--- src/rtl/prbs_sat_cnt.sv ---
// prbs_sat_cnt: saturating up-counter with synchronous clear.
// A clear in the same cycle as an increment yields the increment amount.
//   clk, rst_n  clock, async active-low reset
//   clr         synchronous clear
//   inc         amount to add this cycle (0 = hold)
//   cnt         registered count, saturates at 2^CNT_W-1
module prbs_sat_cnt #(
   parameter int CNT_W = 16,
   parameter int INC_W = 1
) (
   input  logic             clk,
   input  logic             rst_n,
   input  logic             clr,
   input  logic [INC_W-1:0] inc,
   output logic [CNT_W-1:0] cnt
);

   // One guard bit above the wider operand so the sum never wraps.
   localparam int SUM_W = ((CNT_W > INC_W) ? CNT_W : INC_W) + 1;
   localparam logic [CNT_W-1:0] CNT_MAX   = {CNT_W{1'b1}};
   localparam logic [SUM_W-1:0] CNT_MAX_S = SUM_W'(CNT_MAX);

   logic [CNT_W-1:0] cnt_q, cnt_d, base;
   logic [SUM_W-1:0] sum;

   always_comb begin
      base  = clr ? '0 : cnt_q;
      sum   = SUM_W'(base) + SUM_W'(inc);
      cnt_d = (sum > CNT_MAX_S) ? CNT_MAX : sum[CNT_W-1:0];
   end

   always_ff @(posedge clk or negedge rst_n) begin
      if (!rst_n) cnt_q <= '0;
      else        cnt_q <= cnt_d;
   end

   assign cnt = cnt_q;

endmodule

--- config.mk ---
export PLATFORM = sky130hd
export DESIGN_NAME = prbs_sat_cnt
export DESIGN_NICKNAME = d
export VERILOG_FILES = /design/src/rtl/prbs_sat_cnt.sv
export SDC_FILE = /design/constraint.sdc
export NUM_CORES = 1
export LEC_CHECK = 0
export ABC_AREA = 1
export BUFFER_PORTS_ARGS = -buffer_cell sky130_fd_sc_hd__buf_2
export CORE_MARGIN = 1
export CORE_UTILIZATION = 45
export CTS_CLUSTER_DIAMETER = 60
export DETAILED_ROUTE_END_ITERATION = 12
export PLACE_DENSITY_LB_ADDON = 0.08
export SLEW_MARGIN = 10
export SYNTH_ARGS = -nofsm -noshare
export SYNTH_HDL_FRONTEND = slang
export SYNTH_SLANG_ARGS = --single-unit
--- constraint.sdc ---
create_clock -name clk -period 1.77 [get_ports clk]
set_input_delay 0.177 -clock clk [delete_from_list [all_inputs] [get_ports clk]]
set_output_delay 0.177 -clock clk [all_outputs]
set_load 0.03 [all_outputs]
==> impl_results.md, run 1 <==
- Status: complete, no violations
- Finished Layout Cells: 193
- Area of the multi-input gates: 573 um2
- EDFF count, synth: 0
- Filler cell count: 213
- Port buffer count: 19
- Min Tclk post-route: 1.70 ns
- Unrepaired setup endpoints after global routing: true
- Avg Synthesized Cell Area: 7.63 um2
- Core Area: 2210 um2
- Yosys warning count: 0
- Placed cells: 182
- Seq/Total Area, Yosys: 38.0%
- Yosys top cell area share: 38.0%
- Antenna-violating nets left: 0
- Crit Path Max Fanout: 8
- Half-perimeter wire length after placement: 1620 um
- Fin area: 1270 um2
- Post-DP Area: 1140 um2
- Fin Hold WS: 0.198 ns
- # DRC: 0
- Slowest cell on the critical path: dfrtp_2
- Initial antenna violation count: 0
- Ports: 20
- Reg2reg start: cnt[0]
- P_leak: 0.724 nW
- Largest net degree at the start of global routing: 22
- Worst setup path start: cnt[0]
- Clock root cell: clkbuf_4
- H-tree depth: 1
- PwrDens: 559 nW/um2
- WS Path Type: reg -> reg
- Final Hold Vio Count: 0
- Ys async rst share: 100%
- # nets final: 172
- DR vias: 965
- Layout overhead on the synthesized area: 20.5%
- Worst Setup End Kind: register
- TritonCTS clock tree: done
- Die X: 50.4 um
- Cell Rows: 17
- Largest stage delay on the critical path: 0.36 ns
- Share of layout cells above drive strength 1: 30.3%
- Grt ovf: 0
- Worst-path clk slew: 0.09 ns
- Fmax: 588 MHz
- Unique masters post-synth: 22
- Average wire per standard cell: 12.4 um
- Final worst path period share: 96.1%
- CP Launch Type: register
- Largest cells by area after synthesis: dfrtp_1 (38%), nand2_1 (12%), nand3_1 (8.6%), inv_1 (6.4%), nor2_1 (6.1%)
- Maximum root-to-sink buffer count: 2
- First-pass GRT wire length: 3970 um
- GP Congestion: 0.849
- Tot GR Track Use: 20.8%
- Register Area: 402 um2
- Pre-antenna DRT Iters: 4
- Via/cell ratio: 5.00
- Peak supply drop: 0.412 mV
- Setup violators final: 0
- Antenna fix cells: 0
- TritonCTS Buffers: 3
- Most common flop cell mapped by yosys: dfrtp_1
- Worst min-delay path class: in -> reg
- Area leader, netlist: dfrtp_1
- Skew-Pair Late Insertion Delay: 0.30 ns
- Synthesized cell area: 1050 um2
- Drt total wl: 2400 um
- MaxCap Viol Count: 0
- Register bit total from synthesis: 16
- Post-Syn Instances: 138
- DR iter-0 viols: 18
- Cell with the most instances after synthesis: nand2_1
- CP arrival: 1.93 ns
- Die height: 50.4 um
- Final Max Slew Viols: 0
- Worst slew pin tran: 0.368 ns
- Required @ worst endpoint: 2.00 ns
- Final Skew: 0.0112 ns
- Synth cell count leaders: nand2_1 (35), inv_1 (18), nand3_1 (18), nor2_1 (17), dfrtp_1 (16)
- Crit-path most repeated cell: nand2_4
- Max reg flops: 16
- Vias in the first global route: 892
- Worst Hold Launch: inc
- Initial Utilization: 47.6%
- Overall power: 0.710 mW
- Post-synth net total: 144
- Worst relative slew slack: 75.4%
- CP cell instances: inv_1 > nor2_2 > ha_2 > ha_4 > nand4_1 > inv_2 > nand2_4 > nor2_4 > nand2_4 > nand2_1
- Layout Utilization: 57.4%
- Die area: 2540 um2
- CTS sink cnt: 16
final timing paths:
path                            endpoint  slack, ns  cells past startpoint
worst min-delay path              cnt[0]       0.20                      4
worst max register to register    cnt[4]       0.07                     10
worst max-delay path              cnt[4]       0.07                     10
min in group asynchronous         cnt[9]       0.31                      2
worst min register to register   cnt[15]       0.62                      4
max in group asynchronous         cnt[0]       1.16                      2
layout by cell type, fill, tap and decap left out, drive strengths merged, types with 4 or more instances in the layout:
cell,n
dfrtp,16
inv,19
nor2,22
nand3,21
nand2,39
nand4,4
clkbuf,4
xor2,4
o21ai,4
buf,25
worst max-delay path: cells and delay by family, from the launching register on:
kind	cells	cell delay [ns]
fa+ha+maj	2	0.36
buf+inv	2	0.19
flops	1	0.36
simple gates	6	0.73
stage by stage:
step,TNS [ns],setup slack [ns]
6_report,0,0.0686
3_5_place_dp,0,0.0478
3_3_place_gp,0,0.112
5_1_grt,-0.256,-0.0421
4_1_cts,0,0.0139
2_1_floorplan,0,0.0597
report_power, final:
part           leakage, nW  switching (mW)  internal (mW)
registers            0.219         0.00605          0.374
logic                0.484          0.0519         0.0254
clock network       0.0210           0.127          0.125
total                0.724           0.185          0.524
routing by layer:
| layer | GRT usage [%] | vias to the layer above | wire (um) |
|---|---|---|---|
| met5 | 0 | - | 0 |
| met4 | 9.72 | 0 | 63 |
| met3 | 3.03 | 9 | 108 |
| met2 | 31.1 | 34 | 1070 |
| met1 | 29.4 | 433 | 1160 |
| li1 | - | 489 | - |
layout make-up:
type	instances	area share, %
Tap cell	28	2.76
Timing Repair Buffer	26	11.8
Clock buffer	4	2.86
Multi-Input combinational cell	100	45.1
Sequential cell	16	31.6
Inverter	19	5.81
what timing repair did:
item	in CTS	in global routing
resized for setup	0	9
endpoints found under the hold margin	16	0
hold buffers	1	0
setup endpoints to repair	0	16
setup buffers	0	5
cell families (layout without fill, tap and decap cells):
family,count (synthesis),after routing,synth area share [%]
and+or+nand+nor,86,87,40.3
buffers and inverters,23,49,11.8
DFF,16,16,38.0
xor gates and xnor gates,6,6,4.99
AOI/OAI and AO/OA,5,5,2.61
adders and majority gates,2,2,2.37
Note: power is estimated with default switching activity, not from simulation.
==> run 2, diff against run 1 <==
--- a/config.mk
+++ b/config.mk
@@ -12,6 +12,7 @@
 export CTS_CLUSTER_DIAMETER = 60
 export DETAILED_ROUTE_END_ITERATION = 12
 export PLACE_DENSITY_LB_ADDON = 0.08
+export REMOVE_ABC_BUFFERS = 1
 export SLEW_MARGIN = 10
 export SYNTH_ARGS = -nofsm -noshare
 export SYNTH_HDL_FRONTEND = slang
==> constraint.sdc (replaced) <==
create_clock -name clk -period 1.5 [get_ports clk]
set_input_delay 0.15 -clock clk [delete_from_list [all_inputs] [get_ports clk]]
set_output_delay 0.15 -clock clk [all_outputs]
set_load 0.03 [all_outputs]
==> impl_results.md, run 2 (synthesis gave the netlist of run 1 again) <==
- Die height: 50.4 um (unchanged)
- # DRC: 0 (unchanged)
- Initial Utilization: 47.6% (unchanged)
- DR vias: 980 (+1.6%)
- Half-perimeter wire length after placement: 1770 um (+9.7%)
- Die X: 50.4 um (unchanged)
- WS Path Type: reg -> reg
- Worst slew pin tran: 0.388 ns (+0.0194 ns)
- P_leak: 0.717 nW (-1.0%)
- Maximum root-to-sink buffer count: 2 (unchanged)
- First-pass GRT wire length: 4170 um (+5.0%)
- Most frequent cells in the layout: nand2_1 (35), buf_2 (19), inv_1 (18)
- Via/cell ratio: 4.95 (-1.0%)
- Worst Setup End Kind: register
- Final WS setup: -0.0969 ns (-0.166 ns)
- Worst relative slew slack: 74.2% (-1.3 points)
- Grt ovf: 0 (unchanged)
- Initial antenna violation count: 0 (unchanged)
- Worst hold stages: 4 (unchanged)
- Failing checks: negative setup slack
- Ports: 20 (unchanged)
- # nets final: 178 (+3.5%)
- Average wire per standard cell: 12.5 um (+0.69%)
- Setup TNS Final: -1.32 ns (-1.32 ns)
- Fmax: 626 MHz (+6.5%)
- CP cell instances: inv_1 > nor2_1 > ha_2 > ha_4 > nand4_1 > inv_1 > nand2_2 > nor2_4 > nand2_2 > nand2_1
- Finished Layout Cells: 198 (+2.6%)
- Worst slack at placement: -0.0858 ns (-0.134 ns)
- Vias in the first global route: 893 (+0.11%)
- Final worst path period share: 106% (+10 points)
- CP Launch Type: register
- Die area: 2540 um2 (unchanged)
- Min Tclk post-route: 1.60 ns (-0.104 ns)
- Layout overhead on the synthesized area: 23.4%
- Pre-antenna DRT Iters: 4 (unchanged)
- Unrepaired setup endpoints after global routing: true
- GP Congestion: 0.885 (+4.3%)
- CP arrival: 1.83 ns (-0.10 ns)
- PwrDens: 602 nW/um2 (+7.7%)
- Most common cell after layout, fill and taps aside: nand2_1
- Reg2Reg Depth: 10 (unchanged)
- Crit Path Max Fanout: 7 (-1)
- Antenna fix cells: 0 (unchanged)
- H-tree depth: 1 (unchanged)
- Status: complete, but fails checks
- Peak supply drop: 0.494 mV (+20%)
- Largest net degree at the start of global routing: 17 (-23%)
- Required @ worst endpoint: 1.73 ns (-0.27 ns)
- TritonCTS clock tree: done
- Tot GR Track Use: 22.5% (+1.7 points)
- Setup violators final: 16 (+16)
- Max reg flops: 16 (unchanged)
- Slowest cell on the critical path: dfrtp_1
- Worst-path clk slew: 0.09 ns (about the same)
- MaxCap Viol Count: 0 (unchanged)
- DR iter-0 viols: 18 (unchanged)
- Fin Hold WS: 0.219 ns (+0.0208 ns)
- CTS sink cnt: 16 (unchanged)
- Worst min-delay path class: in -> reg
- Cell Rows: 17 (unchanged)
- Final Hold Vio Count: 0 (unchanged)
- TritonCTS Buffers: 3 (unchanged)
- Core Area: 2210 um2 (unchanged)
- Skew-Pair Late Insertion Delay: 0.29 ns (about the same)
- Largest stage delay on the critical path: 0.35 ns (about the same)
- Port buffer count: 19 (unchanged)
- Drt total wl: 2480 um (+3.3%)
- Final Skew: 0.00499 ns (-0.00618 ns)
- Clock root cell: clkbuf_4
- Final Max Slew Viols: 0 (unchanged)
- Share of layout cells above drive strength 1: 30.0% (-0.30 points)
- Antenna-violating nets left: 0 (unchanged)
- Placed cells: 192 (+5.5%)
[run 2: changes by cell type in the layout (fill, tap and decap cells not counted), sizes merged]
cell	previous run	this run
buf	25	31
clkbuf	4	3
[run 2: worst max-delay path: cells and delay by family (launching register included)]
family | cells | cell delay [ns]
buf+inv | 2 | 0.15
simple gates | 6 | 0.70
fa+ha+maj | 2 | 0.34
flops | 1 | 0.35
[run 2: path summary, 6_finish.rpt]
path	endpoint	slack, ns	from
max	cnt[6]	-0.1	cnt[0]
min	cnt[0]	0.22	inc
max reg2reg	cnt[6]	-0.1	cnt[0]
min reg2reg	cnt[15]	0.62	cnt[15]
max in group asynchronous	cnt[6]	0.92	rst_n
min in group asynchronous	cnt[12]	0.29	rst_n
[run 2: repair_timing]
action	in CTS	in global routing
setup buffers	1	0
hold endpoints to repair	16	0
pin swaps	0	0
gates resized for setup	4	2
gates cloned	1	0
setup endpoints to repair	16	16
hold buffers	1	0
[run 2: through the flow]
| stage | utilization, % | total power [mW] | area, um2 |
|---|---|---|---|
| after CTS | 58.5 | 0.791 | 1290 |
| after global placement | 55.5 | 0.551 | 1230 |
| final | 58.8 | 0.782 | 1300 |
| after floorplan | - | 0.499 | 1000 |
| after global routing | 58.8 | 0.822 | 1300 |
| after detailed placement | 55.5 | 0.554 | 1230 |
[run 2: layout make-up]
cell class                 count  area (um2)
sequential                    16         400
tap                           28        35.0
timing repair buffer          32         208
fill                         214         912
multi-input combinational    100         561
inverter                      19        73.8
clock buffer                   3        22.5
[run 2: where the power goes]
| group | leakage, nW | internal [mW] | switching, mW |
|---|---|---|---|
| registers | 0.220 | 0.440 | 0.00472 |
| clock network | 0.0138 | 0.0935 | 0.139 |
| logic | 0.483 | 0.0394 | 0.0659 |
[run 2: layer usage]
metal	track usage [%]	vias up	share of wire, %
li1	-	505	-
met1	29.3	444	46
met2	36.0	26	47
met3	4.24	5	4.8
met4	10.6	0	1.8
met5	0	-	0
==> run 3, diff against run 2 <==
--- a/config.mk
+++ b/config.mk
@@ -7,12 +7,14 @@
 export LEC_CHECK = 0
 export ABC_AREA = 1
 export BUFFER_PORTS_ARGS = -buffer_cell sky130_fd_sc_hd__buf_2
+export CAP_MARGIN = 15
 export CORE_MARGIN = 1
 export CORE_UTILIZATION = 45
 export CTS_CLUSTER_DIAMETER = 60
 export DETAILED_ROUTE_END_ITERATION = 12
 export PLACE_DENSITY_LB_ADDON = 0.08
 export REMOVE_ABC_BUFFERS = 1
+export SKIP_CTS_REPAIR_TIMING = 1
 export SLEW_MARGIN = 10
 export SYNTH_ARGS = -nofsm -noshare
 export SYNTH_HDL_FRONTEND = slang
==> impl_results.md, run 3 (synthesis gave the netlist of run 1 again) <==
- Status: complete, but fails checks
- Failing checks: negative setup slack
- DR vias: 988 (+0.82%)
- Die height: 50.4 um (unchanged)
- Maximum root-to-sink buffer count: 2 (unchanged)
- Overall power: 0.784 mW (+0.22%)
- DR iter-0 viols: 21 (+3)
- Fin area: 1310 um2 (+0.87%)
- PwrDens: 598 nW/um2 (-0.64%)
- Worst-path clk slew: 0.10 ns (about the same)
- Reg2reg end: cnt[10]
- First-pass GRT wire length: 4030 um (-3.5%)
- Antenna fix cells: 0 (unchanged)
- CTS sink cnt: 16 (unchanged)
- Core Area: 2210 um2 (unchanged)
- Setup violators final: 16 (unchanged)
- Largest stage delay on the critical path: 0.35 ns (about the same)
- Largest net degree at the start of global routing: 17 (unchanged)
- Worst Hold Launch: inc
- Crit-path most repeated cell: inv_1
- Drt total wl: 2450 um (-1.2%)
- CP Launch Type: register
- Worst slack at placement: -0.0858 ns (unchanged)
- Hold EP: cnt[0]
- Worst hold stages: 4 (unchanged)
- Share of layout cells above drive strength 1: 31.4% (+1.4 points)
- Reg2Reg Depth: 10 (unchanged)
- Most common cell after layout, fill and taps aside: nand2_1
- Final Max Slew Viols: 0 (unchanged)
- MaxCap Viol Count: 0 (unchanged)
- Setup TNS Final: -2.15 ns (-0.823 ns)
- Die X: 50.4 um (unchanged)
- # nets final: 177 (-0.56%)
- Initial antenna violation count: 0 (unchanged)
- TritonCTS clock tree: done
- Vias in the first global route: 879 (-1.6%)
- Crit Path Max Fanout: 8 (+1)
- Ports: 20 (unchanged)
- Port buffer count: 19 (unchanged)
- Worst slew pin tran: 0.386 ns (-0.00167 ns)
- Critical path buffers and inverters: 2 (unchanged)
- Half-perimeter wire length after placement: 1770 um (unchanged)
- Final worst path period share: 110% (+3.8 points)
- Fmax: 605 MHz (-3.4%)
- Worst Setup End Kind: register
- Final Hold Vio Count: 0 (unchanged)
- Clock root cell: clkbuf_4
- Via/cell ratio: 5.02 (+1.3%)
- Final Skew: 0.00667 ns (+0.00168 ns)
- Min Tclk post-route: 1.65 ns (+0.0568 ns)
- Skew-Pair Late Insertion Delay: 0.29 ns (about the same)
- Fin Hold WS: 0.219 ns (-0.0000320 ns)
- Cell Rows: 17 (unchanged)
- Required @ worst endpoint: 1.73 ns (about the same)
- R2r setup slk: -0.15 ns (-0.06 ns)
- Worst min-delay path class: in -> reg
- Post-DP Area: 1230 um2 (unchanged)
- Finished Layout Cells: 197 (-0.51%)
- Initial Utilization: 47.6% (unchanged)
- P_leak: 0.717 nW (about the same)
- Layout Utilization: 59.3% (+0.51 points)
- WS Path Type: reg -> reg
- Tot GR Track Use: 21.8% (-0.77 points)
- Max reg flops: 16 (unchanged)
- CP cell instances: inv_1 > nor2_1 > ha_2 > ha_4 > nand4_1 > inv_1 > nand2_2 > nor2_4 > nand2_8 > nand3_1
- # DRC: 0 (unchanged)
- Final WS setup: -0.154 ns (-0.0568 ns)
- Layout overhead on the synthesized area: 24.5%
- Worst relative slew slack: 74.2% (about the same)
- Placed cells: 192 (unchanged)
- Reg2reg start: cnt[0]
- Peak supply drop: 0.502 mV (+1.5%)
- Slowest cell on the critical path: dfrtp_1
- CP arrival: 1.89 ns (+0.06 ns)
- GP Congestion: 0.885 (unchanged)
- Antenna-violating nets left: 0 (unchanged)
- TritonCTS Buffers: 3 (unchanged)
- H-tree depth: 1 (unchanged)
- Most frequent cells in the layout: nand2_1 (33), buf_2 (19), inv_1 (18)
- Die area: 2540 um2 (unchanged)
- Grt ovf: 0 (unchanged)
- CP top delay family: simple AND/OR/NAND/NOR gates
- Worst setup path start: cnt[0]
- Unrepaired setup endpoints after global routing: true
- Pre-antenna DRT Iters: 4 (unchanged)
- Average wire per standard cell: 12.4 um (-0.71%)
run 3: cell types whose count changed in the layout (fill, tap and decap cells not counted), sizes merged:
| cell | before | now |
|---|---|---|
| buf | 31 | 30 |
run 3: how the worst max path moves through the flow:
stage | endpoint | slack, ns | depth (start not counted)
floorplan | cnt[13] | -0.22 | 10
global placement | cnt[10] | -0.05 | 10
detailed placement | cnt[10] | -0.09 | 10
CTS | cnt[13] | -0.11 | 10
global route | cnt[12] | -0.31 | 10
finish | cnt[10] | -0.15 | 10
run 3: routing by layer:
layer  vias to the layer above  global-route usage (%)  share of wire, %
li1                        501                       -                 -
met1                       450                    27.7                45
met2                        33                    34.9                49
met3                         4                    4.55               4.5
met4                         0                    10.6               1.3
met5                         -                       0                 0
run 3: cell type report:
class,count,area [um2]
Sequential cell,16,400
Tap cell,28,35.0
Multi-Input combinational cell,100,579
Fill cell,204,901
Inverter,19,73.8
Timing Repair Buffer,31,200
Clock buffer,3,22.5
run 3: where the power goes:
| group | switching (mW) | total [mW] | internal (mW) | leakage, nW |
|---|---|---|---|---|
| clock network | 0.139 | 0.233 | 0.0935 | 0.0138 |
| registers | 0.00460 | 0.445 | 0.440 | 0.220 |
| logic | 0.0667 | 0.107 | 0.0403 | 0.483 |
run 3: worst reg2reg max path: cells and delay by family, from the launching register on:
kind | cells | cell delay [ns]
buffers and inverters | 2 | 0.15
adder cells (fa/ha/maj) | 2 | 0.34
AND/OR/NAND/NOR | 6 | 0.76
flip-flops | 1 | 0.35
